File: config.mk
export PLATFORM = sky130hd
export DESIGN_NAME = dmem_axil_bridge
export DESIGN_NICKNAME = d
export VERILOG_FILES = /design/src/rtl/dmem_axil_bridge.sv
export SDC_FILE = /design/constraint.sdc
export NUM_CORES = 1
export LEC_CHECK = 0
export CAP_MARGIN = 30
export CORE_ASPECT_RATIO = 1.75
export CORE_UTILIZATION = 40
export CTS_BUF_LIST = sky130_fd_sc_hd__clkbuf_8 sky130_fd_sc_hd__clkbuf_16
export DETAILED_ROUTE_END_ITERATION = 8
export HOLD_SLACK_MARGIN = 0.12
export PLACE_DENSITY = 0.84
export RECOVER_POWER = 25
export SYNTH_ARGS = -nofsm -noshare
export SYNTH_HDL_FRONTEND = slang
export SYNTH_SLANG_ARGS = --single-unit
File: constraint.sdc
create_clock -name clk -period 2.35 [get_ports clk]
set_input_delay 0.47 -clock clk [delete_from_list [all_inputs] [get_ports clk]]
set_output_delay 0.47 -clock clk [all_outputs]
set_load 0.02 [all_outputs]
File: src/rtl/dmem_axil_bridge.sv
// MEM-stage data port: turns each load/store into one AXI4-Lite master transaction,
// stalls the pipeline until it completes and returns the load word shifted to byte 0.
module dmem_axil_bridge #(
  parameter int ADDR_W = 32,
  parameter int DATA_W = 32
) (
  input  logic              clk,
  input  logic              rst,
  input  logic              mem_r,
  input  logic              mem_w,
  input  logic [3:0]        mem_w_strb,
  input  logic [ADDR_W-1:0] mem_addr,
  input  logic [DATA_W-1:0] mem_w_data,
  output logic [DATA_W-1:0] mem_r_data,
  output logic              mem_stall,
  output logic              bus_err,
  output logic [ADDR_W-1:0] m_awaddr,
  output logic              m_awvalid,
  input  logic              m_awready,
  output logic [DATA_W-1:0] m_wdata,
  output logic [3:0]        m_wstrb,
  output logic              m_wvalid,
  input  logic              m_wready,
  input  logic [1:0]        m_bresp,
  input  logic              m_bvalid,
  output logic              m_bready,
  output logic [ADDR_W-1:0] m_araddr,
  output logic              m_arvalid,
  input  logic              m_arready,
  input  logic [DATA_W-1:0] m_rdata,
  input  logic [1:0]        m_rresp,
  input  logic              m_rvalid,
  output logic              m_rready
);

  typedef enum logic [2:0] {
    IDLE    = 3'd0,
    WR      = 3'd1,
    WR_RESP = 3'd2,
    RD_ADDR = 3'd3,
    RD_DATA = 3'd4,
    DONE    = 3'd5
  } state_t;

  state_t            state_reg;
  state_t            state_next;
  logic [ADDR_W-1:0] addr_reg;
  logic [1:0]        addr_lo_reg;
  logic [DATA_W-1:0] wdata_reg;
  logic [3:0]        wstrb_reg;
  logic              aw_done_reg;
  logic              w_done_reg;
  logic [DATA_W-1:0] rdata_reg;
  logic              bus_err_reg;

  logic              req;
  logic [6:0]        strb_shift;
  logic              misaligned;
  logic              aw_hs;
  logic              w_hs;

  assign req        = mem_r | mem_w;
  // Any enable pushed past lane 3 means the access straddles a word boundary.
  assign strb_shift = {3'b000, mem_w_strb} << mem_addr[1:0];
  assign misaligned = |strb_shift[6:4];
  assign aw_hs      = m_awvalid & m_awready;
  assign w_hs       = m_wvalid & m_wready;

  always_ff @(posedge clk) begin
    if (rst) begin
      state_reg <= IDLE;
    end else begin
      state_reg <= state_next;
    end
  end

  always_comb begin
    state_next = state_reg;
    case (state_reg)
      IDLE: begin
        if (req) begin
          if (misaligned) begin
            state_next = DONE;
          end else if (mem_w) begin
            state_next = WR;
          end else begin
            state_next = RD_ADDR;
          end
        end
      end
      WR: begin
        if ((aw_done_reg | aw_hs) & (w_done_reg | w_hs)) begin
          state_next = WR_RESP;
        end
      end
      WR_RESP: begin
        if (m_bvalid) begin
          state_next = DONE;
        end
      end
      RD_ADDR: begin
        if (m_arready) begin
          state_next = RD_DATA;
        end
      end
      RD_DATA: begin
        if (m_rvalid) begin
          state_next = DONE;
        end
      end
      DONE:    state_next = IDLE;
      default: state_next = IDLE;
    endcase
  end

  always_comb begin
    m_awvalid = 1'b0;
    m_wvalid  = 1'b0;
    m_bready  = 1'b0;
    m_arvalid = 1'b0;
    m_rready  = 1'b0;
    mem_stall = 1'b0;
    case (state_reg)
      IDLE:    mem_stall = req;
      WR: begin
        m_awvalid = ~aw_done_reg;
        m_wvalid  = ~w_done_reg;
        mem_stall = 1'b1;
      end
      WR_RESP: begin
        m_bready  = 1'b1;
        mem_stall = 1'b1;
      end
      RD_ADDR: begin
        m_arvalid = 1'b1;
        mem_stall = 1'b1;
      end
      RD_DATA: begin
        m_rready  = 1'b1;
        mem_stall = 1'b1;
      end
      default: mem_stall = 1'b0;
    endcase
  end

  // Request fields are captured once in IDLE so they stay stable while valids are up.
  always_ff @(posedge clk) begin
    if (rst) begin
      addr_reg    <= '0;
      addr_lo_reg <= 2'b00;
      wdata_reg   <= '0;
      wstrb_reg   <= 4'b0000;
      aw_done_reg <= 1'b0;
      w_done_reg  <= 1'b0;
      rdata_reg   <= '0;
      bus_err_reg <= 1'b0;
    end else begin
      case (state_reg)
        IDLE: begin
          if (req) begin
            addr_reg    <= {mem_addr[ADDR_W-1:2], 2'b00};
            addr_lo_reg <= mem_addr[1:0];
            wdata_reg   <= mem_w_data << {mem_addr[1:0], 3'b000};
            wstrb_reg   <= strb_shift[3:0];
            aw_done_reg <= 1'b0;
            w_done_reg  <= 1'b0;
            if (misaligned) begin
              bus_err_reg <= 1'b1;
              rdata_reg   <= '0;
            end
          end
        end
        WR: begin
          if (aw_hs) aw_done_reg <= 1'b1;
          if (w_hs)  w_done_reg  <= 1'b1;
        end
        WR_RESP: begin
          if (m_bvalid && (m_bresp != 2'b00)) bus_err_reg <= 1'b1;
        end
        RD_DATA: begin
          if (m_rvalid) begin
            rdata_reg <= m_rdata >> {addr_lo_reg, 3'b000};
            if (m_rresp != 2'b00) bus_err_reg <= 1'b1;
          end
        end
        default: ;
      endcase
    end
  end

  assign m_awaddr   = addr_reg;
  assign m_araddr   = addr_reg;
  assign m_wdata    = wdata_reg;
  assign m_wstrb    = wstrb_reg;
  assign mem_r_data = rdata_reg;
  assign bus_err    = bus_err_reg;

endmodule

==> summary.log, run 1 <==
qor: status.status finished clean
qor: finish.nets 947
qor: min_path.worst_min_path_class reg2reg
qor: synth.distinct_cells_synth 42
qor: setup_path.critPathLaunchType flop
qor: setup_path.critical_path.n_buffers_inverters 2
qor: setup_path.cp_data_required_time 1.88 ns
qor: cts.worst_setup_hold_path_clk_slew 0.07 ns
qor: pwr.share_comb_of_total_power 51.1%
qor: flow_run.max_cap_violations 0
qor: pwr.total_power 8300 µW
qor: place.globalplace.congestion 0.824
qor: drt.routed-via-count 5,198
qor: sta.period_needed 2.22 ns
qor: sta.setup-violations-final 0
qor: sta.slew_headroom 55.0%
qor: sta.final_hold_viol_count 0
qor: drt.routed_via_density 5.16
qor: sta.timing.clock.skew 0.0109 ns
qor: pwr.intPower 4970 µW
qor: grt.grt_start_max_net_pins 54
qor: synth.yosysSeqAreaShare 41.2%
qor: sta.final_layout_worst_hold_slack 0.450 ns
qor: setup_path.timing.setup.critical_path_class reg2out
qor: cts.clock_tree_from_tritoncts built
qor: cts.clk-insertion-delay-late 0.35 ns
qor: drt.dr.pass1.iters 4
qor: cts.ctsRootBufferMaster clkbuf_16
qor: floorplan.num_rows 54
qor: drt.drt_iter0_drc 201
qor: floorplan.chipWidth 87.8 µm
qor: synth.syn-cell-area 0.00515 mm²
qor: place.detailedPlacementHpwl 12,800 µm
qor: floorplan.die-height 152 µm
qor: pwr.seq_power_share 29.5%
qor: cts.htreeDepth 3
qor: drt.drc 0
qor: sta.worst_pin_slew 0.674 ns
qor: synth.dominantRegCellSynth dfxtp_1
qor: sta.post-route-worst-setup-slack 0.129 ns
qor: sta.max_freq 0.450 GHz
qor: pwr.power_leakage 0.00312 µW
qor: pwr.switching_share 40.1%
qor: setup_path.setup.worst_path.end_class primary output
qor: sta.finalCritPeriodShare 94.5%
qor: setup_path.cpLargestDelayFamily buffers and inverters
qor: grt.global_route.overflow_total 0
qor: synth.synth_area_per_cell 8.20 µm²
qor: setup_path.arrival 1.75 ns
qor: place.place_ws -0.0941 ns
qor: grt.first_pass_grt_wire_length 25,800 µm
qor: cts.tritoncts.num_buffers 9
qor: cts.cts_sinks 106
qor: drt.drt.antenna.violating_nets 0
qor: finish.final_layout_size_suffix_gt1_share 8.58%
qor: synth.ys_async_sr_fraction 0%
qor: floorplan.floorplan.io_pins 252
qor: sta.rsz0062_at_grt no
qor: cts.cts_max_path_buffers 2
qor: pwr.netSwitchingPower 3330 µW
qor: cts.cts.hold.buffers_added 0
qor: synth.synth_enable_flop_cells 0
qor: pwr.power_density 1040 mW/mm²
qor: grt.grt_antenna_before_repair 0
qor: place.cells_after_dpl 991
qor: setup_path.crit_path_cell_trace buf_4 -> nor2_2 -> and2_1 -> clkdlybuf4s50_1
qor: grt.grt_pass1_vias 5,012
qor: setup_path.maximum_net_fanout_on_the_critical_path 8
qor: sta.finalSetupTns 0 ns
qor: grt.groute.usage.overall 25.0%
qor: setup_path.critical-path-max-stage-delay 0.60 ns
qor: finish.layout.cells.most_common clkdlybuf4s50_1
qor: sta.final-max-slew-violation-count 0
qor: setup_path.critPathSlowestCell clkdlybuf4s50_1
qor: floorplan.core_box_area 0.0125 mm²
qor: floorplan.die-area 0.0133 mm²
qor: synth.synthesis.yosys.warnings 0
qor: finish.syn_to_final_growth 55.5%
qor: pwr.max-vdd-ir-drop 0.465 mV
qor: synth.synth-seq-cells 106
qor: finish.instances_no_fill 1,008
qor: drt.wl_per_cell 16.7 µm
qor: synth.synth_cells 628
qor: place.io_buffers 247
qor: finish.commonest_cells_after_routing_fill_and_taps_aside clkdlybuf4s50_1, nand2_1, dfxtp_1
qor: floorplan.initial_core_util 41.2%
qor: drt.routed_wl 16,800 µm
qor: pwr.clkPwrFrac 19.4%
==> power groups by stage <==
stage          sequential (µW)  clock [µW]  combinational, µW
4_1_cts                   2460        1630               4330
3_3_place_gp              2490           0               4260
5_1_grt                   2500        1710               4570
3_5_place_dp              2500           0               4330
2_1_floorplan             2840           0               2140
6_report                  2450        1610               4240
==> cell families (layout without fill, tap and decap cells) <==
kind of cell    count (synthesis)  in the layout  synth area share [%]
simple gates                  235            235                  20.4
other cells                     1              5                0.0728
flops                         106            106                  41.2
buf+inv                        89            297                  9.60
compound gates                137            137                  16.6
mux                            60             60                  12.1
==> area by class of cell <==
type / instances / area (µm²)
fillers: 1034 / 4490
inverters: 2 / 7.51
clock buffers: 9 / 225
diodes: 1 / 2.50
repair buffers: 279 / 2780
multi-input cells: 436 / 2570
flip-flops and latches: 106 / 2120
clock inverters: 7 / 96.3
well taps: 168 / 210
==> final timing paths <==
path                            slack, ns  cells after the start                     endpoint                 startpoint
worst max register to register       0.24                      6  mem_r_data[27]$_SDFFE_PP0P_  state_reg[1]$_SDFFE_PP0P_
worst min register to register       0.45                      2     m_wdata[11]$_SDFFE_PP0P_   m_wdata[11]$_SDFFE_PP0P_
worst max-delay path                 0.13                      4                     m_rready  state_reg[0]$_SDFFE_PP0P_
worst min-delay path                 0.45                      2     m_wdata[11]$_SDFFE_PP0P_   m_wdata[11]$_SDFFE_PP0P_
==> synthesized netlist by cell type, drive strengths merged, types with 2 or more instances <==
library cell | n | share of area, %
nand2 | 134 | 9.8
dfxtp | 106 | 41
o2bb2ai | 8 | 1.4
and2 | 3 | 0.36
o21a | 2 | 0.29
nor4b | 3 | 0.51
nand2b | 2 | 0.24
o21ai | 12 | 1.2
a22oi | 3 | 0.44
nor3 | 13 | 1.4
mux2 | 17 | 3.7
mux2i | 43 | 8.4
nor2b | 18 | 2.2
or3 | 9 | 1.1
clkbuf | 39 | 2.8
a32o | 9 | 1.7
buf | 48 | 6.6
nand3 | 10 | 0.97
o22ai | 2 | 0.24
a21oi | 69 | 6.7
o211ai | 10 | 1.5
a211oi | 17 | 2.5
nor2 | 35 | 2.6
nor4 | 2 | 0.24
==> worst register-to-register path, stage by stage (launching register included) <==
cell and delay [ns]:
dfxtp_1 0.31, buf_4 0.16, clkbuf_1 0.18, or4b_2 0.73, nor3_2 0.40, nand2_1 0.13, mux2i_1 0.14
==> layer usage <==
layer | GRT usage (%) | vias to the layer above | part of all wire [%]
li1 | - | 2534 | -
met1 | 25.3 | 2427 | 35
met2 | 47.4 | 199 | 55
met3 | 4.18 | 38 | 6.3
met4 | 12.1 | 0 | 3.9
met5 | 0 | - | 0
==> stage by stage <==
stage | utilization (%) | area [µm²]
2_1_floorplan | - | 5160
3_3_place_gp | 61.5 | 7690
3_5_place_dp | 61.5 | 7690
4_1_cts | 64.0 | 8000
5_1_grt | 64.0 | 8000
6_report | 64.0 | 8010
==> repair_timing <==
action | 4_1_cts | 5_1_grt
buffers inserted | 0 | 0
resized for setup | 3 | 1
gates cloned | 0 | 0
setup endpoints to repair | 3 | 1
No activity file was read; power rests on OpenSTA's default activity.
==> inputs of run 2 (changes only) <==
--- a/config.mk
+++ b/config.mk
@@ -6,7 +6,7 @@
 export NUM_CORES = 1
 export LEC_CHECK = 0
 export CAP_MARGIN = 30
-export CORE_ASPECT_RATIO = 1.75
+export CORE_ASPECT_RATIO = 0.8
 export CORE_UTILIZATION = 40
 export CTS_BUF_LIST = sky130_fd_sc_hd__clkbuf_8 sky130_fd_sc_hd__clkbuf_16
 export DETAILED_ROUTE_END_ITERATION = 8
==> summary.log, run 2 (same netlist as run 1, synthesis figures left out) <==
qor: drt.routed_via_density 5.10
qor: pwr.total_power 7870 µW
qor: sta.finalCritPeriodShare 95.0%
qor: drt.routed_wl 15,600 µm
qor: floorplan.core_box_area 0.0123 mm²
qor: finish.layout.cells.most_common clkdlybuf4s50_1
qor: finish.nets 944
qor: floorplan.floorplan.io_pins 252
qor: sta.final_hold_viol_count 0
qor: grt.groute.usage.overall 23.0%
qor: cts.cts_max_path_buffers 2
qor: setup_path.setup.worst_path.end_class primary output
qor: setup_path.depth_of_the_worst_register_to_register_path 5
qor: pwr.netSwitchingPower 3170 µW
qor: pwr.switching_share 40.3%
qor: finish.multi_input_area 0.00257 mm²
qor: pwr.share_comb_of_total_power 51.8%
qor: grt.grt_start_max_net_pins 60
qor: floorplan.initial_core_util 41.7%
qor: finish.commonest_cells_after_routing_fill_and_taps_aside clkdlybuf4s50_1, nand2_1, dfxtp_1
qor: sta.rsz0062_at_grt no
qor: finish.num_antenna_cells 0
qor: cts.cts_sinks 106
qor: cts.tritoncts.num_buffers 9
qor: grt.first_pass_grt_wire_length 23,900 µm
qor: finish.nFillCells 1,070
qor: place.globalplace.congestion 0.861
qor: floorplan.die-area 0.0133 mm²
qor: sta.max_freq 0.448 GHz
qor: place.detailedPlacementHpwl 11,700 µm
qor: sta.final-max-slew-violation-count 0
qor: status.status finished clean
qor: drt.drc 0
qor: place.io_buffers 247
qor: setup_path.worst_setup_path_endpoint m_rready
qor: drt.drt_iter0_drc 238
qor: setup_path.timing.rr.end mem_r_data[31]$_SDFFE_PP0P_
qor: setup_path.timing.setup.critical_path_class reg2out
qor: pwr.power_leakage 0.00305 µW
qor: grt.global_route.overflow_total 0
qor: setup_path.cp_data_required_time 1.88 ns
qor: sta.worst_pin_slew 0.722 ns
qor: floorplan.chipWidth 129 µm
qor: pwr.intPower 4690 µW
qor: setup_path.critPathLaunchType flop
qor: sta.timing.clock.skew 0.00661 ns
qor: setup_path.arrival 1.76 ns
qor: grt.grt_antenna_before_repair 0
qor: flow_run.max_cap_violations 0
qor: cts.htreeDepth 3
qor: min_path.worst_min_path_class reg2reg
qor: grt.grt_pass1_vias 4,746
qor: cts.clk-insertion-delay-late 0.34 ns
qor: sta.slew_headroom 51.7%
qor: setup_path.r2r_slack 0.32 ns
qor: finish.final_layout_size_suffix_gt1_share 8.15%
qor: pwr.seq_power_share 30.9%
qor: drt.wl_per_cell 15.5 µm
qor: finish.layout.area.seq 0.00212 mm²
qor: pwr.clkPwrFrac 17.3%
qor: sta.finalSetupTns 0 ns
qor: setup_path.cp-startpoint state_reg[1]$_SDFFE_PP0P_
qor: pwr.max-vdd-ir-drop 0.637 mV
qor: setup_path.maximum_net_fanout_on_the_critical_path 15
qor: floorplan.num_rows 36
qor: sta.period_needed 2.23 ns
qor: drt.routed-via-count 5,128
qor: pwr.power_density 999 mW/mm²
qor: drt.dr.pass1.iters 4
qor: sta.setup-violations-final 0
qor: cts.clock_tree_from_tritoncts built
qor: cts.cts.hold.buffers_added 0
qor: drt.drt.antenna.violating_nets 0
qor: floorplan.die-height 103 µm
qor: cts.ctsRootBufferMaster clkbuf_16
qor: cts.post_cts.repair.setup_buffers 0
qor: finish.syn_to_final_growth 52.9%
qor: setup_path.worstReg2RegStart state_reg[1]$_SDFFE_PP0P_
qor: cts.worst_setup_hold_path_clk_slew 0.07 ns
## run 2: changes by cell type in the layout (fill, tap and decap cells not counted), sizes merged
cell	previous run	this run
clkinvlp	1	3
inv	4	2
buf	32	31
bufinv	1	0
clkbuf	10	9
clkdlybuf4s50	186	185
clkinv	3	2
diode	1	0
## run 2: per-layer routing
metal	share of wire (%)	track usage, %
met5	0	0
met4	1.1	5.97
met3	7.2	6.69
met2	48	39.7
met1	44	28.4
## run 2: worst max-delay path, stage by stage, from the launching register on
cell and delay [ns]:
dfxtp_1 0.31, buf_4 0.18, nor2_2 0.19, and2_1 0.15, clkdlybuf4s50_1 0.60
## run 2: final cells by class
type | count | area share (%)
inverter | 2 | 0.0954
multi-input combinational | 436 | 32.6
timing repair buffer | 276 | 34.3
sequential | 106 | 27.0
clock buffer | 9 | 2.86
tap | 171 | 2.72
clock inverter | 5 | 0.445
## run 2: repair_timing
| item | in CTS | in global routing |
|---|---|---|
| endpoints found under the setup margin | 3 | 1 |
| resized for setup | 3 | 1 |
| gates cloned | 0 | 0 |
| pin swaps | 0 | 0 |
## run 2: how the worst min path moves through the flow
stage                        startpoint                  endpoint  slack, ns  depth (start not counted)
2_1_floorplan  aw_done_reg$_SDFFE_PP0P_  aw_done_reg$_SDFFE_PP0P_       0.49                          2
4_1_cts        m_wdata[10]$_SDFFE_PP0P_  m_wdata[10]$_SDFFE_PP0P_       0.45                          2
6_report       m_wdata[11]$_SDFFE_PP0P_  m_wdata[11]$_SDFFE_PP0P_       0.45                          2
5_1_grt         m_wdata[4]$_SDFFE_PP0P_   m_wdata[4]$_SDFFE_PP0P_       0.47                          2
3_3_place_gp    m_wdata[4]$_SDFFE_PP0P_   m_wdata[4]$_SDFFE_PP0P_       0.44                          2
3_5_place_dp   m_wdata[10]$_SDFFE_PP0P_  m_wdata[10]$_SDFFE_PP0P_       0.44                          2
## run 2: through the flow
| step | hold WS [ns] | utilization (%) | setup slack, ns | cells | instance area (µm²) |
|---|---|---|---|---|---|
| floorplan | 0.489 | - | 0.498 | 631 | 5160 |
| global placement | 0.439 | 61.7 | 0.0402 | 991 | 7610 |
| detailed placement | 0.445 | 61.7 | 0.0200 | 991 | 7610 |
| CTS | 0.454 | 63.8 | 0.0516 | 1005 | 7870 |
| global route | 0.469 | 63.8 | 0.0470 | 1005 | 7870 |
| finish | 0.451 | 63.8 | 0.116 | 1005 | 7870 |
## run 2: power by group through the flow
stage          registers, µW  clock network [µW]  logic (µW)
3_5_place_dp            2480                   0        4160
5_1_grt                 2480                1460        4410
6_report                2430                1360        4080
4_1_cts                 2440                1400        4160
2_1_floorplan           2840                   0        2140
3_3_place_gp            2470                   0        4120
==> inputs of run 3 (changes only) <==
--- a/config.mk
+++ b/config.mk
@@ -5,6 +5,7 @@
 export SDC_FILE = /design/constraint.sdc
 export NUM_CORES = 1
 export LEC_CHECK = 0
+export ABC_CLOCK_PERIOD_IN_PS = 2350
 export CAP_MARGIN = 30
 export CORE_ASPECT_RATIO = 0.8
 export CORE_UTILIZATION = 40
==> results of run 3 <==
Same layout as run 2: the final DEF is identical, and so are final timing and power.
